$ cat config.mk
export PLATFORM = sky130hd
export DESIGN_NAME = mem_byte_sequencer
export DESIGN_NICKNAME = d
export VERILOG_FILES = /design/src/rtl/mem_byte_sequencer.sv
export SDC_FILE = /design/constraint.sdc
export NUM_CORES = 1
export LEC_CHECK = 0
export ABC_AREA = 1
export BUFFER_PORTS_ARGS = -buffer_cell sky130_fd_sc_hd__buf_2
export CORE_MARGIN = 10
export CORE_UTILIZATION = 49
export CTS_CLUSTER_SIZE = 8
export DETAILED_ROUTE_END_ITERATION = 16
export HOLD_SLACK_MARGIN = 0.05
export PLACE_DENSITY_LB_ADDON = 0.2
export REMOVE_ABC_BUFFERS = 1
export SETUP_SLACK_MARGIN = 0.5
export SLEW_MARGIN = 20
export SYNTH_ARGS = -nofsm -noshare
export SYNTH_HDL_FRONTEND = slang
export SYNTH_SLANG_ARGS = --single-unit
$ cat constraint.sdc
create_clock -name clk -period 2.3 [get_ports clk]
set_input_delay 0.23 -clock clk [delete_from_list [all_inputs] [get_ports clk]]
set_output_delay 0.23 -clock clk [all_outputs]
set_load 0.005 [all_outputs]
$ cat src/rtl/mem_byte_sequencer.sv
// mem_byte_sequencer
// Memory-access stage between the EX/MEM pipeline register and a byte-wide data memory.
// Byte, half and word loads and stores are split into sequential single-byte memory cycles,
// little-endian. Load data is assembled and sign/zero extended. The pipeline is stalled
// until the access completes.
//
// Optional feature macro: MEM_SEQ_ALIGN_CHECK_EN
//   defined   : misaligned half/word requests skip the memory and complete with misalign_err=1
//   undefined : misalign_err is tied 0 and misaligned requests run byte-wise with wrap
//
// Ports
//   clk, reset          clock (rising edge), asynchronous active-low reset
//   req_valid           request from EX/MEM, held stable while stall=1
//   req_write           1=store, 0=load
//   req_size            00 byte, 01 half, 10/11 word
//   req_sign            load sign-extend (1) / zero-extend (0)
//   req_addr            byte address of the lowest byte
//   req_wdata           store data, byte i goes to addr+i
//   mem_addr            byte address to data memory
//   mem_wdata           byte to write
//   mem_write/mem_read  memory strobes, only asserted in the access state
//   mem_rdata           combinational read data from data memory
//   stall               hold pipeline
//   rsp_valid           one-cycle completion pulse
//   rsp_rdata           extended load result, held until the next load completes
//   misalign_err        valid with rsp_valid
module mem_byte_sequencer #(
  parameter int unsigned ADDR_W    = 32,
  parameter int unsigned ADDR_BITS = 4
) (
  input  logic              clk,
  input  logic              reset,
  input  logic              req_valid,
  input  logic              req_write,
  input  logic [1:0]        req_size,
  input  logic              req_sign,
  input  logic [ADDR_W-1:0] req_addr,
  input  logic [31:0]       req_wdata,
  output logic [ADDR_W-1:0] mem_addr,
  output logic [7:0]        mem_wdata,
  output logic              mem_write,
  output logic              mem_read,
  input  logic [7:0]        mem_rdata,
  output logic              stall,
  output logic              rsp_valid,
  output logic [31:0]       rsp_rdata,
  output logic              misalign_err
);

  typedef enum logic [1:0] {
    StIdle   = 2'b00,
    StAccess = 2'b01,
    StDone   = 2'b10
  } state_e;

  state_e            state_q, state_d;
  logic [1:0]        cnt_q, cnt_d;
  logic [ADDR_W-1:0] addr_q;
  logic [1:0]        size_q;
  logic [31:0]       wdata_q;
  logic              write_q;
  logic              sign_q;
  logic [31:0]       rbuf_q, rbuf_d;
  logic [31:0]       rsp_rdata_q, rsp_rdata_d;

  logic              accept;
  logic [1:0]        last_cnt;
  logic              last_byte;
  logic [ADDR_BITS-1:0] low_addr;
  logic [31:0]       assembled;
  logic [31:0]       extended;
  logic              misaligned;

  assign accept = (state_q == StIdle) && req_valid;

`ifdef MEM_SEQ_ALIGN_CHECK_EN
  logic misal_q, misal_d;

  assign misaligned = ((req_size == 2'b01) && req_addr[0]) ||
                      (req_size[1] && (req_addr[1:0] != 2'b00));

  always_comb begin
    misal_d = misal_q;
    if (accept) begin
      misal_d = misaligned;
    end
  end

  always_ff @(posedge clk or negedge reset) begin
    if (!reset) begin
      misal_q <= 1'b0;
    end else begin
      misal_q <= misal_d;
    end
  end

  assign misalign_err = (state_q == StDone) && misal_q;
`else
  assign misaligned   = 1'b0;
  assign misalign_err = 1'b0;
`endif

  // Index of the final byte: N-1 for N = 1/2/4.
  always_comb begin
    last_cnt = 2'd3;
    unique case (size_q)
      2'b00:   last_cnt = 2'd0;
      2'b01:   last_cnt = 2'd1;
      default: last_cnt = 2'd3;
    endcase
  end

  assign last_byte = (cnt_q == last_cnt);

  // Only the low ADDR_BITS increment; carries out of that field are dropped so the
  // access wraps inside the decoded window while the upper address bits stay put.
  assign low_addr = addr_q[ADDR_BITS-1:0] + ADDR_BITS'(cnt_q);

  // Load buffer with the byte arriving this cycle already merged in, so the final
  // byte can go straight into the response register.
  always_comb begin
    assembled = rbuf_q;
    assembled[{cnt_q, 3'b000} +: 8] = mem_rdata;
  end

  always_comb begin
    extended = assembled;
    unique case (size_q)
      2'b00:   extended = {{24{sign_q & assembled[7]}}, assembled[7:0]};
      2'b01:   extended = {{16{sign_q & assembled[15]}}, assembled[15:0]};
      default: extended = assembled;
    endcase
  end

  // Next state and load datapath.
  always_comb begin
    state_d     = state_q;
    cnt_d       = cnt_q;
    rbuf_d      = rbuf_q;
    rsp_rdata_d = rsp_rdata_q;
    unique case (state_q)
      StIdle: begin
        cnt_d = 2'd0;
        if (req_valid) begin
          state_d = misaligned ? StDone : StAccess;
        end
      end
      StAccess: begin
        if (!write_q) begin
          rbuf_d = assembled;
        end
        if (last_byte) begin
          state_d = StDone;
          cnt_d   = 2'd0;
          if (!write_q) begin
            rsp_rdata_d = extended;
          end
        end else begin
          cnt_d = cnt_q + 2'd1;
        end
      end
      StDone: begin
        // A request still asserted here is the one just served; it is not re-sampled.
        state_d = StIdle;
      end
      default: state_d = StIdle;
    endcase
  end

  always_ff @(posedge clk or negedge reset) begin
    if (!reset) begin
      state_q     <= StIdle;
      cnt_q       <= 2'd0;
      rbuf_q      <= 32'd0;
      rsp_rdata_q <= 32'd0;
    end else begin
      state_q     <= state_d;
      cnt_q       <= cnt_d;
      rbuf_q      <= rbuf_d;
      rsp_rdata_q <= rsp_rdata_d;
    end
  end

  // Request capture.
  always_ff @(posedge clk or negedge reset) begin
    if (!reset) begin
      addr_q  <= '0;
      size_q  <= 2'b00;
      wdata_q <= 32'd0;
      write_q <= 1'b0;
      sign_q  <= 1'b0;
    end else if (accept) begin
      addr_q  <= req_addr;
      size_q  <= req_size;
      wdata_q <= req_wdata;
      write_q <= req_write;
      sign_q  <= req_sign;
    end
  end

  // Memory-side outputs decode from state so an asynchronous reset drops them immediately.
  always_comb begin
    mem_addr  = '0;
    mem_wdata = 8'h00;
    mem_write = 1'b0;
    mem_read  = 1'b0;
    if (state_q == StAccess) begin
      mem_addr  = {addr_q[ADDR_W-1:ADDR_BITS], low_addr};
      mem_write = write_q;
      mem_read  = !write_q;
      if (write_q) begin
        mem_wdata = wdata_q[{cnt_q, 3'b000} +: 8];
      end
    end
  end

  assign stall     = accept || (state_q == StAccess);
  assign rsp_valid = (state_q == StDone);
  assign rsp_rdata = rsp_rdata_q;

endmodule

==> results of run 1 <==
-- placed cells by master (no fill, tap or decap), types with 3 or more instances in the layout --
cell type / synthesis / layout
bufbuf_16: 0 / 3
dlygate4sd3_1: 0 / 38
ha_4: 0 / 4
nand3_4: 1 / 3
buf_2: 17 / 150
nand2_4: 3 / 5
buf_12: 0 / 10
o22ai_2: 0 / 6
clkinvlp_4: 0 / 3
inv_4: 1 / 4
buf_6: 6 / 9
ha_1: 7 / 3
clkbuf_16: 0 / 20
dfrtp_1: 136 / 134
nor2_4: 3 / 13
nor2_2: 2 / 25
nand2_2: 5 / 8
clkinv_2: 0 / 5
inv_1: 97 / 96
nor2_1: 149 / 116
nand2_8: 0 / 5
a21oi_1: 41 / 41
o21ai_0: 40 / 39
nand3_1: 11 / 9
clkbuf_1: 7 / 3
buf_4: 4 / 42
mux2_2: 36 / 36
nand2_1: 246 / 240
-- final timing paths --
path,cells after the start,slack [ns],to,startpoint
setup / recovery,6,0.18,mem_addr[1],cnt_q[0]
hold / removal,2,0.06,wdata_q[11],req_wdata[11]
setup reg to reg,13,0.32,rsp_rdata[19],cnt_q[0]
hold reg to reg,2,0.47,rsp_rdata[12],rsp_rdata[12]
max in group asynchronous,3,1.29,state_q[0],reset
min in group asynchronous,2,0.33,rsp_rdata[6],reset
-- through the flow --
stage	power (W)	setup TNS (ns)
2_1_floorplan	0.00716	-26.51
3_3_place_gp	0.00897	0
3_5_place_dp	0.00907	0
4_1_cts	0.0126	0
5_1_grt	0.0148	0
6_report	0.0138	0
-- state kept, by name, indices dropped and copies added, names as in the netlist --
register / flops
addr_q: 32
cnt_q: 2
rbuf_q: 32
rsp_rdata: 32
sign_q: 1
size_q: 2
state_q: 2
wdata_q: 32
write_q: 1
-- routing by layer --
layer	vias up	global-route usage, %
li1	3052	-
met1	3017	25.5
met2	271	33.4
met3	44	7.55
met4	0	6.56
met5	-	0
-- power by group through the flow --
stage                     Clock (W)  Combinational [W]  Sequential (W)
after global routing        0.00279            0.00780         0.00420
final                       0.00263            0.00709         0.00409
after floorplan                   0            0.00311         0.00405
after detailed placement          0            0.00502         0.00405
after CTS                   0.00266            0.00590         0.00406
after global placement            0            0.00495         0.00402
-- cells by family (layout without fill, tap and decap cells) --
group / Yosys count / in the layout / share of synthesized area, %
simple gates: 421 / 426 / 25.0
buf+inv: 141 / 393 / 9.17
flops: 136 / 136 / 50.9
compound gates: 90 / 90 / 6.89
mux: 36 / 36 / 6.07
fa+ha+maj: 8 / 8 / 1.61
xor+xnor: 2 / 2 / 0.262
other cells: 1 / 3 / 0.0561
-- timing repair --
item                       in CTS  in global routing
hold endpoints to repair       86                  0
setup endpoints to repair      66                 94
hold buffers                   38                  0
setup buffers                  18                 24
gates cloned                    5                  7
gates resized for setup        48                 67
pin swaps                       8                  9
-- layout make-up --
cell class,count,area (sq um),area share [%]
repair buffers,257,1960,20.4
clock buffers,22,464,4.82
multi-input cells,563,3050,31.7
flip-flops and latches,136,3410,35.4
inverters,105,415,4.32
well taps,176,220,2.29
clock inverters,9,100,1.04
diodes,2,5.00,0.0520
==> qor.yml, run 1 <==
place:
  post-place-ws_ns: 0.320
  portBuffers: 154
  place.gp.congestion: 0.885
  place_inst: 1145
  dpl-instance-area_sq_um: 7620
  place_hpwl_um: 12300
drt:
  m1WireLength_um: 8540
  firstDrtPassIters: 5
  vias_per_cell: 5.03
  postRouteAntennaNets: 0
  remaining_drc_errors: 0
  wl_met2_um: 9940
  wl_met3_um: 1720
  wirelength_um: 20700
  dr.max_layer_used: "met4"
  wl_per_cell_um: 16.3
  drt_iter0_markers: 571
  vias: 6384
worst_setup_path:
  path_buf_inv: 3
  crit_required_ns: 2.07
  worst_setup_path_start_kind: "flop"
  worstPathCellList: "buf_12 > ha_4 > fa_2 > inv_1 > nor2_2 > buf_2"
  critPathSlowestCell: "fa_2"
  path_class: "flop to output port"
  crit_family: "adder cells"
  slowest_delay_ns: 0.51
  worst-path-max-fanout: 2
  cp-end-kind: "output port"
  worst_ep_arrival_time_ns: 1.89
yosys:
  synthArstFlopShare_pct: 100
  synth_seq_area_share_pct: 50.9
  synth.avg_cell_area_sq_um: 8.00
  synth.distinct_cells: 29
  synth_area_leaders: "dfrtp_1 (51%), nand2_1 (14%), nor2_1 (8.4%)"
  synth_top_cell_by_area: "dfrtp_1"
  synth_area_sq_um: 6680
  ys.flop_type: "dfrtp_1"
  synth.most_common_cell: "nand2_1"
  ys_ff_latch: 136
  syn_inst: 835
  synth_top_area_share_pct: 50.9
  ys_top_cells_by_count: "nand2_1 (246), nor2_1 (149), dfrtp_1 (136)"
  synth_warnings: 0
  synth-edff-count: 0
clock_tree:
  cts_tree: "done"
  htree_levels: 4
  root_buffer: "clkbuf_16"
  clk_path_buf_depth: 2
  numClockSinks: 136
  clk_latency_ns: 0.42
  cts_buffers: 17
  path_clk_slew_ns: 0.06
die:
  die_y_um: 137
  dieArea_sq_um: 18700
  rows: 42
  core_area_sq_um: 13300
  die_x_um: 137
  ios: 156
  initial_utilization_pct: 50.3
sta:
  post-route-period-util_pct: 92.1
  tightest_slew_ns: 0.749
  rsz0062_at_grt: "true"
  hold_ws_ns: 0.0595
  setup_viol: 0
  maxSlewViolCount: 0
  fmax_mhz: 472
  finalClockSkew_ns: 0.0103
  finalWorstSetupSlack_ns: 0.181
  slew_headroom_pct: 49.8
  hold_viol_final: 0
  finalCriticalPeriod_ns: 2.12
pwr:
  seqPwrFrac_pct: 29.6
  p_int_w: 0.00843
  power_density_nw_per_um2: 1440
  sw_frac_of_total_pct: 39.0
  power.leakage_nw: 5.18
  p_comb_share_pct: 51.3
  ir_drop_mv: 0.982
  p_clk_share_pct: 19.1
  p_switching_w: 0.00538
cells_and_area:
  design_area_sq_um: 9620
  drive_gt1_share_pct: 33.4
  fin_cells: 1270
  nets: 1167
  utilization_pct: 72.4
  final.fill_count: 973
  synthToLayoutAreaGrowth_pct: 44.0
run_status:
  status: "completed"
global_route:
  grt_pass1_vias: 6043
  overflow: 0
  grt_pass1_wl_um: 30900
  grt_util_all_layers_pct: 20.8
  grt_max_degree: 54
  antenna_found_initial: 2
worst_hold_path:
  min_path_type: "primary input to flop"
job:
  maxCapViolCount: 0
(Power assumes the default switching activity.)
==> run 2: changes to the inputs <==
CAP_MARGIN = 20   (was not set)
REMOVE_ABC_BUFFERS = not set   (was 1)
==> run 2 against run 1 <==
  * Routed wire length down 2.1%
  * Utilization down 0.64 points
  * Largest cell class unchanged
  * Critical path depth unchanged
  * Count of clock-buffer cells in the layout grew 5
  * Largest power group unchanged
  * Critical path type unchanged
  * Clock power fell by 6%
  * Sequential power barely moved
  * Non-clock buffer count decreased by 7
  * Hold slack worse by 0.0033 ns
  * First-iteration DRC count decreased by 28%
==> qor.yml, run 2 (synthesis results as in run 1) <==
drt:
  wirelength_um: 20300
  postRouteAntennaNets: 0
  remaining_drc_errors: 0
  vias_per_cell: 4.91
  vias: 6176
  firstDrtPassIters: 5
  wl_per_cell_um: 16.1
  drt_iter0_markers: 410
pwr:
  p_switching_w: 0.00531
  seqPwrFrac_pct: 30.4
  p_comb_share_pct: 51.3
  power.total_w: 0.0135
  sw_frac_of_total_pct: 39.4
  p_clk_share_pct: 18.3
  power_density_nw_per_um2: 1410
  p_int_w: 0.00815
  ir_drop_mv: 0.757
  power.leakage_nw: 5.12
sta:
  slew_headroom_pct: 47.4
  tightest_slew_ns: 0.784
  fmax_mhz: 483
  finalCriticalPeriod_ns: 2.07
  setup_viol: 0
  maxSlewViolCount: 0
  finalSetupTns_ns: 0
  hold_viol_final: 0
  post-route-period-util_pct: 90.0
  finalClockSkew_ns: 0.00958
  rsz0062_at_grt: "true"
global_route:
  grt_pass1_vias: 5982
  grt_util_all_layers_pct: 19.8
  overflow: 0
  grt_pass1_wl_um: 29600
  antenna_found_initial: 0
  grt_max_degree: 57
cells_and_area:
  nets: 1158
  fin_cells: 1259
  synthToLayoutAreaGrowth_pct: 42.7
  mostFrequentLayoutCells: "nand2_1 (221), buf_2 (153), nor2_1 (136)"
  final_common_cell: "nand2_1"
  drive_gt1_share_pct: 35.2
worst_hold_path:
  hold-path-cell-count: 3
  min_path_type: "primary input to flop"
clock_tree:
  htree_levels: 4
  numClockSinks: 136
  path_clk_slew_ns: 0.05
  cts_buffers: 17
  root_buffer: "clkbuf_16"
  cts_tree: "done"
  clk_latency_ns: 0.42
  clk_path_buf_depth: 2
job:
  maxCapViolCount: 0
worst_setup_path:
  worst_setup_path_start_kind: "flop"
  cp-end-kind: "output port"
  crit_required_ns: 2.07
  reg2reg_slack_ns: 0.40
  crit_end: "mem_addr[1]"
  worst_ep_arrival_time_ns: 1.84
  worstSetupStartpoint: "cnt_q[0]"
  r2r-end: "rsp_rdata[16]"
  path_class: "flop to output port"
  worst-path-max-fanout: 2
  timing.rr.start: "cnt_q[0]"
  ff2ff_path_depth: 12
die:
  die_x_um: 137
  core_area_sq_um: 13300
  die_y_um: 137
  ios: 156
  rows: 42
  initial_utilization_pct: 50.3
  dieArea_sq_um: 18700
run_status:
  status: "completed"
yosys:
  synth_nets: 922
place:
  place_inst: 1144
  portBuffers: 154
  place_hpwl_um: 12000
  place.gp.congestion: 0.875
run 2: metal layers:
metal	wire length, um	global-route usage, %	vias to the layer above
li1	-	-	3029
met1	8350	24.7	2893
met2	9980	31.5	214
met3	1530	7.07	40
met4	401	6.15	0
met5	0	0	-
run 2: cell type report:
class,count,area [sq um]
fill,1016,3760
sequential,136,3400
multi-input combinational,561,3100
timing repair buffer,250,1840
clock buffer,27,513
inverter,105,435
tap,176,220
clock inverter,3,15.0
antenna,1,2.50
run 2: per-stage QoR:
| stage | util, % | cell area (sq um) | hold slack [ns] | setup slack, ns |
|---|---|---|---|---|
| finish | 71.7 | 9540 | 0.0562 | 0.230 |
| global route | 71.7 | 9530 | 0.0571 | 0.116 |
| CTS | 65.9 | 8760 | 0.0502 | 0.215 |
| detailed placement | 57.6 | 7650 | 0.231 | 0.400 |
| global placement | 57.6 | 7650 | 0.228 | 0.438 |
| floorplan | - | 6760 | -0.0656 | 0.383 |
run 2: worst min-delay path by stage:
stage	from	to	slack (ns)
final	req_addr[23]	addr_q[23]	0.06
after global routing	req_wdata[10]	wdata_q[10]	0.06
after CTS	req_wdata[8]	wdata_q[8]	0.05
after detailed placement	reset	rsp_rdata[10]	0.23
after global placement	reset	rsp_rdata[8]	0.23
after floorplan	reset	addr_q[0]	-0.07
run 2: power groups by stage:
stage / Combinational, W / Clock [W] / Sequential, W
after floorplan: 0.00347 / 0 / 0.00398
after global routing: 0.00764 / 0.00261 / 0.00421
after CTS: 0.00569 / 0.00247 / 0.00405
final: 0.00691 / 0.00246 / 0.00409
after detailed placement: 0.00508 / 0 / 0.00407
after global placement: 0.00504 / 0 / 0.00402
run 2: timing repair:
action | CTS | global route
pin swaps | 6 | 21
gates resized for setup | 32 | 114
endpoints found under the hold margin | 83 | 1
hold buffers | 31 | 1
endpoints found under the setup margin | 41 | 81
gates cloned | 3 | 7
setup buffers | 8 | 34
run 2: worst max-delay path: stages, from the launching register on:
cell and delay, ns:
dfrtp_1 0.38, buf_6 0.14, ha_4 0.16, fa_2 0.53, inv_2 0.03, nor2_2 0.06, buf_2 0.12
==> run 3: changes to the inputs <==
ABC_AREA = not set   (was 1)
CORE_UTILIZATION = 48   (was 49)
==> run 3 against run 2 <==
  * Clock skew down 0.0027 ns
  * Count of clock-buffer cells in the layout down 2
  * Fmax down 3.0%
  * Final cell count down 22%
  * Sequential share of layout area down 0.79 points
  * Highest routed layer is now met5
==> qor.yml, run 3 <==
run_status:
  status: "completed"
sta:
  maxSlewViolCount: 0
  tightest_slew_ns: 0.614
  setup_viol: 0
  finalClockSkew_ns: 0.00684
  hold_ws_ns: 0.0574
  finalSetupTns_ns: 0
  hold_viol_final: 0
  fmax_mhz: 469
  finalCriticalPeriod_ns: 2.13
  slew_headroom_pct: 59.1
  rsz0062_at_grt: "true"
  post-route-period-util_pct: 92.7
yosys:
  synth_warnings: 0
  ys_top_cells_by_count: "dfrtp_1 (136), mux2_2 (68), nand2_1 (46)"
  synth_top_cell_by_area: "dfrtp_1"
  ys.flop_type: "dfrtp_1"
  synth.most_common_cell: "dfrtp_1"
  syn_inst: 526
  synth.distinct_cells: 49
  synth_area_sq_um: 6270
  synth_top_area_share_pct: 54.2
  synth-xor-area-share_pct: 0.279
  synthAdderAreaFrac_pct: 1.71
  synth_compound_area_share_pct: 12.2
  synth.area.mux_share_pct: 15.1
  synth.avg_cell_area_sq_um: 11.9
  synth_nets: 613
  yosys.area_share.simple_pct: 12.6
  synth_area_leaders: "dfrtp_1 (54%), mux2_2 (12%), a22o_1 (3.2%)"
  synth_top_family_by_area: "multiplexers"
  synth_seq_area_share_pct: 54.2
  ys_ff_latch: 136
  synthArstFlopShare_pct: 100
  synth-edff-count: 0
clock_tree:
  clk_latency_ns: 0.42
  path_clk_slew_ns: 0.06
  cts_buffers: 17
  root_buffer: "clkbuf_16"
  clk_path_buf_depth: 2
  cts_tree: "done"
  numClockSinks: 136
  htree_levels: 4
drt:
  wl_per_cell_um: 20.6
  vias: 5367
  remaining_drc_errors: 0
  drt_iter0_markers: 369
  firstDrtPassIters: 4
  vias_per_cell: 5.48
  wirelength_um: 20200
  postRouteAntennaNets: 0
die:
  die_y_um: 134
  initial_utilization_pct: 49.3
  die_x_um: 134
  core_area_sq_um: 12700
  ios: 156
  dieArea_sq_um: 18000
  rows: 41
cells_and_area:
  n_antenna_cell: 0
  nets: 882
  fin_cells: 980
  synthToLayoutAreaGrowth_pct: 55.6
  drive_gt1_share_pct: 51.5
  final.fill_count: 803
  final_common_cell: "buf_2"
  mostFrequentLayoutCells: "buf_2 (152), dfrtp_1 (132), mux2_2 (68)"
worst_hold_path:
  hold-path-cell-count: 2
  hold_end: "wdata_q[7]"
  hp-start: "req_wdata[7]"
  min_path_type: "primary input to flop"
global_route:
  antenna_found_initial: 1
  busiest_layer: "met2"
  grt_pass1_wl_um: 31000
  grt.met2_usage_pct: 38.1
  overflow: 0
  grt_max_degree: 65
  grt_util_all_layers_pct: 21.8
  use_met3_pct: 7.84
  grt_use_met1_pct: 23.1
  grt_pass1_vias: 5895
worst_setup_path:
  path_class: "flop to output port"
  worst_setup_path_start_kind: "flop"
  worst-path-max-fanout: 5
  timing.rr.start: "cnt_q[0]"
  crit_required_ns: 2.07
  worst_ep_arrival_time_ns: 1.90
  r2r-end: "rbuf_q[27]"
  reg2reg_slack_ns: 0.21
  ff2ff_path_depth: 7
  cp-end-kind: "output port"
pwr:
  p_int_w: 0.00915
  power_density_nw_per_um2: 1410
  seqPwrFrac_pct: 30.7
  sw_frac_of_total_pct: 33.5
  p_switching_w: 0.00460
  ir_drop_mv: 0.852
  p_clk_share_pct: 22.0
  p_comb_share_pct: 47.4
  power.leakage_nw: 4.36
place:
  place_hpwl_um: 11300
  portBuffers: 154
  place_inst: 832
  place.gp.congestion: 0.789
job:
  maxCapViolCount: 0
run 3: per-layer routing:
metal | vias to the layer above | part of all wire (%)
li1 | 2415 | -
met1 | 2710 | 37
met2 | 198 | 53
met3 | 42 | 7.1
met4 | 2 | 2.4
met5 | - | 0.064
run 3: repair_timing:
item,4_1_cts,5_1_grt
setup buffers,28,9
hold endpoints to repair,127,0
gates cloned,8,5
endpoints found under the setup margin,97,130
pin swaps,28,29
hold buffers,66,0
gates resized for setup,89,38
run 3: cell type report:
cell class	instances	area [sq um]	area share, %
clock buffers	25	526	5.38
clock inverters	7	135	1.38
well taps	172	215	2.20
multi-input cells	344	3100	31.8
flip-flops and latches	136	3410	34.9
repair buffers	283	2310	23.7
inverters	13	65.1	0.666
run 3: how the worst max path moves through the flow:
stage | end | slack [ns] | start | depth (start not counted)
final | mem_addr[1] | 0.17 | cnt_q[0] | 5
after global routing | mem_addr[1] | 0.11 | cnt_q[0] | 5
after CTS | mem_addr[1] | 0.19 | cnt_q[0] | 5
after detailed placement | rbuf_q[27] | 0.22 | cnt_q[1] | 5
after global placement | rbuf_q[26] | 0.31 | cnt_q[1] | 5
after floorplan | rbuf_q[24] | 0.26 | cnt_q[0] | 8
run 3: kinds of logic after synthesis:
logic type / count (synthesis)
DFF: 136
muxes: 76
AOI/OAI and AO/OA: 102
buffers and inverters: 49
xor gates and xnor gates: 2
other: 1
and+or+nand+nor: 152
adders and majority gates: 8
run 3: critical path, cell delays in order, from the launching register on:
cell and delay (ns):
dfrtp_2 0.43, buf_12 0.14, ha_4 0.16, fa_2 0.52
and2_1 0.11, buf_2 0.12
run 3: power by group through the flow:
stage / Clock, W / Sequential, W / Combinational (W)
finish: 0.00302 / 0.00422 / 0.00651
global route: 0.00317 / 0.00435 / 0.00701
CTS: 0.00304 / 0.00417 / 0.00583
detailed placement: 0 / 0.00415 / 0.00446
global placement: 0 / 0.00407 / 0.00432
floorplan: 0 / 0.00398 / 0.00307
run 3: stage by stage:
| step | setup WS (ns) | util, % | power (W) | cell area [sq um] |
|---|---|---|---|---|
| floorplan | 0.257 | - | 0.00705 | 6370 |
| global placement | 0.308 | 57.3 | 0.00839 | 7290 |
| detailed placement | 0.218 | 57.3 | 0.00861 | 7290 |
| CTS | 0.187 | 74.1 | 0.0130 | 9430 |
| global route | 0.108 | 76.7 | 0.0145 | 9760 |
| finish | 0.167 | 76.7 | 0.0137 | 9760 |
